==> src/rtl/ifetch_queue.sv <==
// Instruction fetch unit: pulls 128-bit I-cache lines and feeds a circular instruction queue.
// Define IFQ_PC_TRACK_EN to store a byte address per entry and drive Ifq_pc; otherwise Ifq_pc is 0.
`timescale 1ns/1ps
module ifetch_queue #(
    parameter logic [31:0] RESET_PC    = 32'h0000_0000,
    parameter int          QUEUE_DEPTH = 16
) (
    input  logic         clk,
    input  logic         reset,
    output logic [31:0]  Pc_out,
    output logic         Rd_en,
    input  logic [127:0] Dout,
    input  logic         Dout_valid,
    input  logic         Jmp_branch_valid,
    input  logic [31:0]  Jmp_branch_address,
    input  logic         Ifq_rd_en,
    output logic [31:0]  Ifq_inst,
    output logic [31:0]  Ifq_pc,
    output logic         Ifq_empty
);
    localparam int PW = $clog2(QUEUE_DEPTH);
    localparam int CW = PW + 1;
    localparam logic [CW-1:0] THRESH = CW'(QUEUE_DEPTH - 4);

    localparam logic [1:0] FETCH    = 2'd0;
    localparam logic [1:0] STALL    = 2'd1;
    localparam logic [1:0] REDIRECT = 2'd2;

    logic [1:0]    state_q, state_d;
    logic [31:2]   pc_q, pc_d;
    logic [CW-1:0] count_q, count_d;
    logic [PW-1:0] rdPtr_q, rdPtr_d;
    logic [PW-1:0] wrPtr_q, wrPtr_d;

    logic [31:0]   instMem [QUEUE_DEPTH];

    logic          pushEn;
    logic          popEn;
    logic [1:0]    offset;
    logic [2:0]    pushNum;
    logic [3:0]    slotEn;
    logic [1:0]    slotWord [4];
    logic [PW-1:0] slotAddr [4];
    logic [31:0]   slotInst [4];
    logic          unusedBits;

    function automatic logic [31:0] lineWord(input logic [127:0] line, input logic [1:0] idx);
        case (idx)
            2'd0:    return line[127:96];
            2'd1:    return line[95:64];
            2'd2:    return line[63:32];
            default: return line[31:0];
        endcase
    endfunction

    assign unusedBits = ^Jmp_branch_address[1:0];

    assign offset    = pc_q[3:2];
    assign pushNum   = 3'd4 - {1'b0, offset};
    assign Rd_en     = (state_q == FETCH) && !reset;
    assign pushEn    = Rd_en && Dout_valid && !Jmp_branch_valid;
    assign popEn     = Ifq_rd_en && (count_q != '0) && !Jmp_branch_valid;
    assign Pc_out    = {pc_q[31:4], 4'b0000};
    assign Ifq_empty = (count_q == '0);
    assign Ifq_inst  = Ifq_empty ? 32'h0 : instMem[rdPtr_q];

    // Slot j lands at wrPtr+j and carries line word offset+j; only the first pushNum slots are live.
    always_comb begin
        for (int j = 0; j < 4; j++) begin
            slotWord[j] = offset + 2'(j);
            slotAddr[j] = wrPtr_q + PW'(j);
            slotEn[j]   = pushEn && (3'(j) < pushNum);
            slotInst[j] = lineWord(Dout, slotWord[j]);
        end
    end

    always_comb begin
        state_d = state_q;
        pc_d    = pc_q;
        rdPtr_d = rdPtr_q;
        wrPtr_d = wrPtr_q;
        count_d = count_q + (pushEn ? CW'(pushNum) : '0) - (popEn ? CW'(1) : '0);

        if (pushEn) begin
            wrPtr_d = wrPtr_q + PW'(pushNum);
            pc_d    = {pc_q[31:4] + 28'd1, 2'b00};
        end
        if (popEn) begin
            rdPtr_d = rdPtr_q + PW'(1);
        end

        case (state_q)
            FETCH:    if (count_d > THRESH) state_d = STALL;
            STALL:    if (count_d <= THRESH) state_d = FETCH;
            REDIRECT: state_d = FETCH;
            default:  state_d = FETCH;
        endcase

        // A redirect overrides everything above, including a line or pop in the same cycle.
        if (Jmp_branch_valid) begin
            state_d = REDIRECT;
            pc_d    = Jmp_branch_address[31:2];
            count_d = '0;
            rdPtr_d = '0;
            wrPtr_d = '0;
        end
    end

    always_ff @(posedge clk or posedge reset) begin
        if (reset) begin
            state_q <= FETCH;
            pc_q    <= RESET_PC[31:2];
            count_q <= '0;
            rdPtr_q <= '0;
            wrPtr_q <= '0;
        end else begin
            state_q <= state_d;
            pc_q    <= pc_d;
            count_q <= count_d;
            rdPtr_q <= rdPtr_d;
            wrPtr_q <= wrPtr_d;
        end
    end

    always_ff @(posedge clk) begin
        for (int j = 0; j < 4; j++) begin
            if (slotEn[j]) begin
                instMem[slotAddr[j]] <= slotInst[j];
            end
        end
    end

`ifdef IFQ_PC_TRACK_EN
    logic [31:0] pcMem [QUEUE_DEPTH];

    always_ff @(posedge clk) begin
        for (int j = 0; j < 4; j++) begin
            if (slotEn[j]) begin
                pcMem[slotAddr[j]] <= {pc_q[31:4], slotWord[j], 2'b00};
            end
        end
    end

    assign Ifq_pc = Ifq_empty ? 32'h0 : pcMem[rdPtr_q];
`else
    assign Ifq_pc = 32'h0;
`endif

endmodule

==> config.mk <==
export PLATFORM = sky130hd
export DESIGN_NAME = ifetch_queue
export DESIGN_NICKNAME = d
export VERILOG_FILES = /design/src/rtl/ifetch_queue.sv
export SDC_FILE = /design/constraint.sdc
export NUM_CORES = 2
export LEC_CHECK = 0
export ABC_AREA = 1
export CAP_MARGIN = 20
export CORE_AREA = 2 2 393 395
export CTS_BUF_LIST = sky130_fd_sc_hd__clkbuf_4 sky130_fd_sc_hd__clkbuf_8
export CTS_CLUSTER_SIZE = 24
export DETAILED_ROUTE_END_ITERATION = 12
export DIE_AREA = 0 0 395 397
export PLACE_DENSITY = 0.47
export SYNTH_ARGS = -nofsm -noshare
export SYNTH_HDL_FRONTEND = slang
export SYNTH_SLANG_ARGS = --single-unit
==> constraint.sdc <==
create_clock -name clk -period 5.2 [get_ports clk]
set_input_delay 0.78 -clock clk [delete_from_list [all_inputs] [get_ports clk]]
set_output_delay 0.78 -clock clk [all_outputs]
set_load 0.02 [all_outputs]
==> results.txt <==
The number of post-CTS setup repair buffers came out at 0. The post-layout worst setup margin came out at 0.117 ns. In this run the power spent charging and discharging nets is 0.00786 W. The worst min-delay path category is reg -> reg.

The final clock period utilization by the worst path came out at 97.8%. The setup-violating endpoint count in the final report is 0. The total overflow left after global routing is 0. The die outline area came out at 157,000 um^2. Setup repair after global routing left no endpoint under its margin. The internal portion of the total power is 0.00996 W. The worst slew slack as a fraction of its limit is 13.5%. Net switching is 44.1% of the power. The synthesized design contains 512 enable-type register cells. The die span in y came out at 397 um.

The number of placed I/O pins is 263. The combinational share of power is 43.7%. The synthesized area is 45,600 um^2. The clock drives 557 sinks. The layout-stage area growth over the synthesis result is 16.3%. The final number of max-transition violations is 0.

Post-CTS repair changed the size of 0 cells. STA classifies the critical path endpoint as a primary output. The hold violation count in the final report came out at 0. Data arrives at the worst endpoint at 4.30 ns. The proportion of synthesized flip-flops having asynchronous set or reset is 8.08%.

The total power divided by cell area is 336 nW/um^2. The average routed wire per standard cell came out at 29.4 um. The worst-case hold slack is 0.459 ns. The flow ran to the end, and the final reports show no timing, DRC or antenna violations. The prevailing post-synth register cell is sky130_fd_sc_hd__edfxtp_1. The post-detailed-routing wire length came out at 272,000 um.

The half-perimeter wire length of the detailed placement result came out at 170,000 um. The share of the Yosys chip area taken by registers is 36.2%. The part of the power in registers is 29.8%.

The via count of the first global-routing pass was 48.5k. The setup TNS came out at 0 ns. Synthesis inferred 557 register bits. The clock insertion delay at the later pin of the skew report is 0.87 ns.

The hold buffer count at cts came out at 0. Of the cells placed in the final design, the portion with a size suffix greater than 1 is 8.35%. VDD sags by at most 0.249 mV. The post-layout minimum cycle time is 5.08 ns.

The wire length of the first global-routing pass came out at 376,000 um. The slowest stage of the critical path is the sky130_fd_sc_hd__clkdlybuf4s50_1 cell. After clock tree synthesis, the clock-pin slew on the worst setup and hold paths is 0.06 ns. The largest net degree at the start of global routing came out at 174. For the pin with the worst max-slew slack, the measured transition is 1.30 ns. For this run, the slowest stage of the critical path takes 0.75 ns.

The library cell used as clock root buffer is sky130_fd_sc_hd__clkbuf_8. The number of instances in the synthesized netlist is 7,104. The signal on the critical path passes through buf_12 -> nand2_1 -> nand3_1 -> nand2_1 -> a21oi_1 -> o31ai_1 -> a21oi_1 -> clkdlybuf4s50_1. The required time of the worst setup path is 4.42 ns. The area inside the core boundary is 153,000 um^2. The startpoint identified for the worst register-to-register timing path is pc_q[2]. The initial antenna violation count came out at 8. The count of port buffers added during placement is 224.

The part of the total power dissipated in the clock network came out at 26.6%. The total of warnings raised by yosys is 0. TritonCTS created 105 clock buffers. The most critical setup path has its startpoint at rdPtr_q[0]. The maximum frequency from static timing analysis came out at 0.197 GHz. The largest fanout on the critical path is 173.

The total global routing track utilization came out at 33.4%. The leakage power came out at 22.2 nW. The number of remaining DRC errors came out at 0.

Routability-driven placement finished with a final weighted congestion of 0.982. The average via count per standard cell is 5.81. The initial core utilization came out at 29.8%. The routed layout has 54.0k vias. The number of library cell types mapped by synthesis came out at 41. The number of nets in the layout is 7,332. The final design area excluding fillers came out at 53,000 um^2.

The H-tree was split into 3 levels. The average cell area after synthesis came out at 6.41 um^2. No sink is reached through more buffers than the 3 on the longest clock path. The die is 395 um wide. The starting DRC count in detailed routing is 8,563. STA classifies the critical path startpoint as a flop. TritonCTS built the clock tree. Timing analysis after detailed placement gives a worst setup slack of 0.574 ns.

The number of optimization iterations in the first detailed-route pass is 7. For the final database, setup skew stands at 0.0503 ns. In this run the remaining antenna-violating nets after routing total 0. The startpoint identified for the worst hold timing path is state_q[1].

The critical path is of the reg -> out type. The number of max-cap violations is 0. The count of standard-cell rows is 144. The placed cell area is 50,700 um^2.
area by class of cell:
cell class / count / area [um^2]
repair buffers: 561 / 5090
inverters: 407 / 1540
well taps: 2044 / 2560
flip-flops and latches: 557 / 16500
fillers: 16408 / 100000
multi-input cells: 5511 / 25100
clock buffers: 151 / 1840
diodes: 5 / 12.5
clock inverters: 43 / 320
critical path, delay by kind of cell, from the launching register on:
kind                   cells  cell delay [ns]
AOI/OAI and AO/OA          3             0.82
buffers and inverters      2             1.23
DFF                        1             0.56
and+or+nand+nor            3             0.46
through the flow:
stage / utilization, % / cells / power, W
after floorplan: - / 7139 / 0.00955
after global placement: 33.1 / 9072 / 0.0128
after detailed placement: 33.2 / 9075 / 0.0129
after CTS: 34.6 / 9269 / 0.0176
after global routing: 34.6 / 9275 / 0.0185
final: 34.6 / 9279 / 0.0178
cells by family (layout without fill, tap and decap cells):
logic type | after synthesis | after routing | synth area share (%)
adders and majority gates | 24 | 24 | 0.692
other | 1 | 41 | 0.00823
xor gates and xnor gates | 20 | 20 | 0.401
DFF | 557 | 557 | 36.2
and+or+nand+nor | 4415 | 4415 | 39.6
buffers and inverters | 1071 | 1162 | 9.60
AOI/OAI and AO/OA | 1016 | 1016 | 13.5
cells in the final DEF (no fill, tap or decap), types with 4 or more instances in the layout:
cell type,synthesis,routed
sky130_fd_sc_hd__a31oi_2,0,6
sky130_fd_sc_hd__o31ai_1,32,32
sky130_fd_sc_hd__nor3_1,19,15
sky130_fd_sc_hd__nor2_4,4,10
sky130_fd_sc_hd__nand3_1,1047,1031
sky130_fd_sc_hd__clkinv_2,0,16
sky130_fd_sc_hd__nand2_1,2933,2924
sky130_fd_sc_hd__clkdlybuf4s50_1,0,224
sky130_fd_sc_hd__clkbuf_8,0,113
sky130_fd_sc_hd__edfxtp_1,512,512
sky130_fd_sc_hd__o22ai_1,34,34
sky130_fd_sc_hd__diode_2,0,5
sky130_fd_sc_hd__nand3_2,1,17
sky130_fd_sc_hd__dfrtp_1,45,41
sky130_fd_sc_hd__nand2_2,2,11
sky130_fd_sc_hd__a31oi_1,66,60
sky130_fd_sc_hd__o21ai_0,371,371
sky130_fd_sc_hd__inv_2,19,20
sky130_fd_sc_hd__xor2_1,13,13
sky130_fd_sc_hd__clkbuf_4,0,38
sky130_fd_sc_hd__o211ai_1,236,236
sky130_fd_sc_hd__xnor2_1,6,6
sky130_fd_sc_hd__buf_4,65,312
sky130_fd_sc_hd__clkinv_1,21,43
sky130_fd_sc_hd__nand4_1,18,18
sky130_fd_sc_hd__bufinv_16,0,5
sky130_fd_sc_hd__inv_1,367,362
sky130_fd_sc_hd__conb_1,1,36
sky130_fd_sc_hd__ha_1,22,16
sky130_fd_sc_hd__a21oi_1,206,206
sky130_fd_sc_hd__a32oi_1,32,32
sky130_fd_sc_hd__buf_12,0,23
sky130_fd_sc_hd__nor2_1,379,370
sky130_fd_sc_hd__nor2_2,6,9
sky130_fd_sc_hd__nor3_2,2,4
sky130_fd_sc_hd__o221ai_1,34,34
sky130_fd_sc_hd__ha_4,0,4
power by group through the flow:
stage	Sequential, W	Combinational, W	Clock, W
floorplan	0.00535	0.00420	0
global placement	0.00539	0.00745	0
detailed placement	0.00540	0.00750	0
CTS	0.00530	0.00752	0.00475
global route	0.00531	0.00827	0.00492
finish	0.00530	0.00778	0.00473
layer usage:
layer,wire length [um],global-route usage (%)
met5,81,0
met4,16500,18.6
met3,39200,10.5
met2,109000,46.9
met1,108000,45.2
cells in the mapped netlist (all sizes together), types with 22 or more instances:
cell type  count  share of area, %
a21oi        206               2.3
a31oi         66              0.91
a32oi         32              0.62
buf          177               2.2
clkbuf       487               4.0
dfrtp         45               2.5
edfxtp       512                34
ha            22              0.60
inv          386               3.2
nand2       2935                24
nand3       1048                12
nor2         389               3.3
o211ai       236               3.9
o21ai        371               4.1
o221ai        34              0.65
o22ai         34              0.47
o31ai         32              0.53
path summary, 6_finish.rpt:
check                                 end  slack (ns)  cells after the start
setup / recovery             Ifq_inst[15]        0.12                      8
hold / removal                 state_q[0]        0.46                      1
setup reg to reg           instMem[2][12]        0.92                      8
hold reg to reg                state_q[0]        0.46                      1
max in group asynchronous      rdPtr_q[1]        4.18                      3
min in group asynchronous      wrPtr_q[2]        0.52                      3
flip-flops by register name, indices dropped and copies added (netlist names):
name,count
rdPtr_q,4
count_q,5
pc_q,30
instMem,512
wrPtr_q,4
state_q,2
Power figures use the tool's default switching activity.
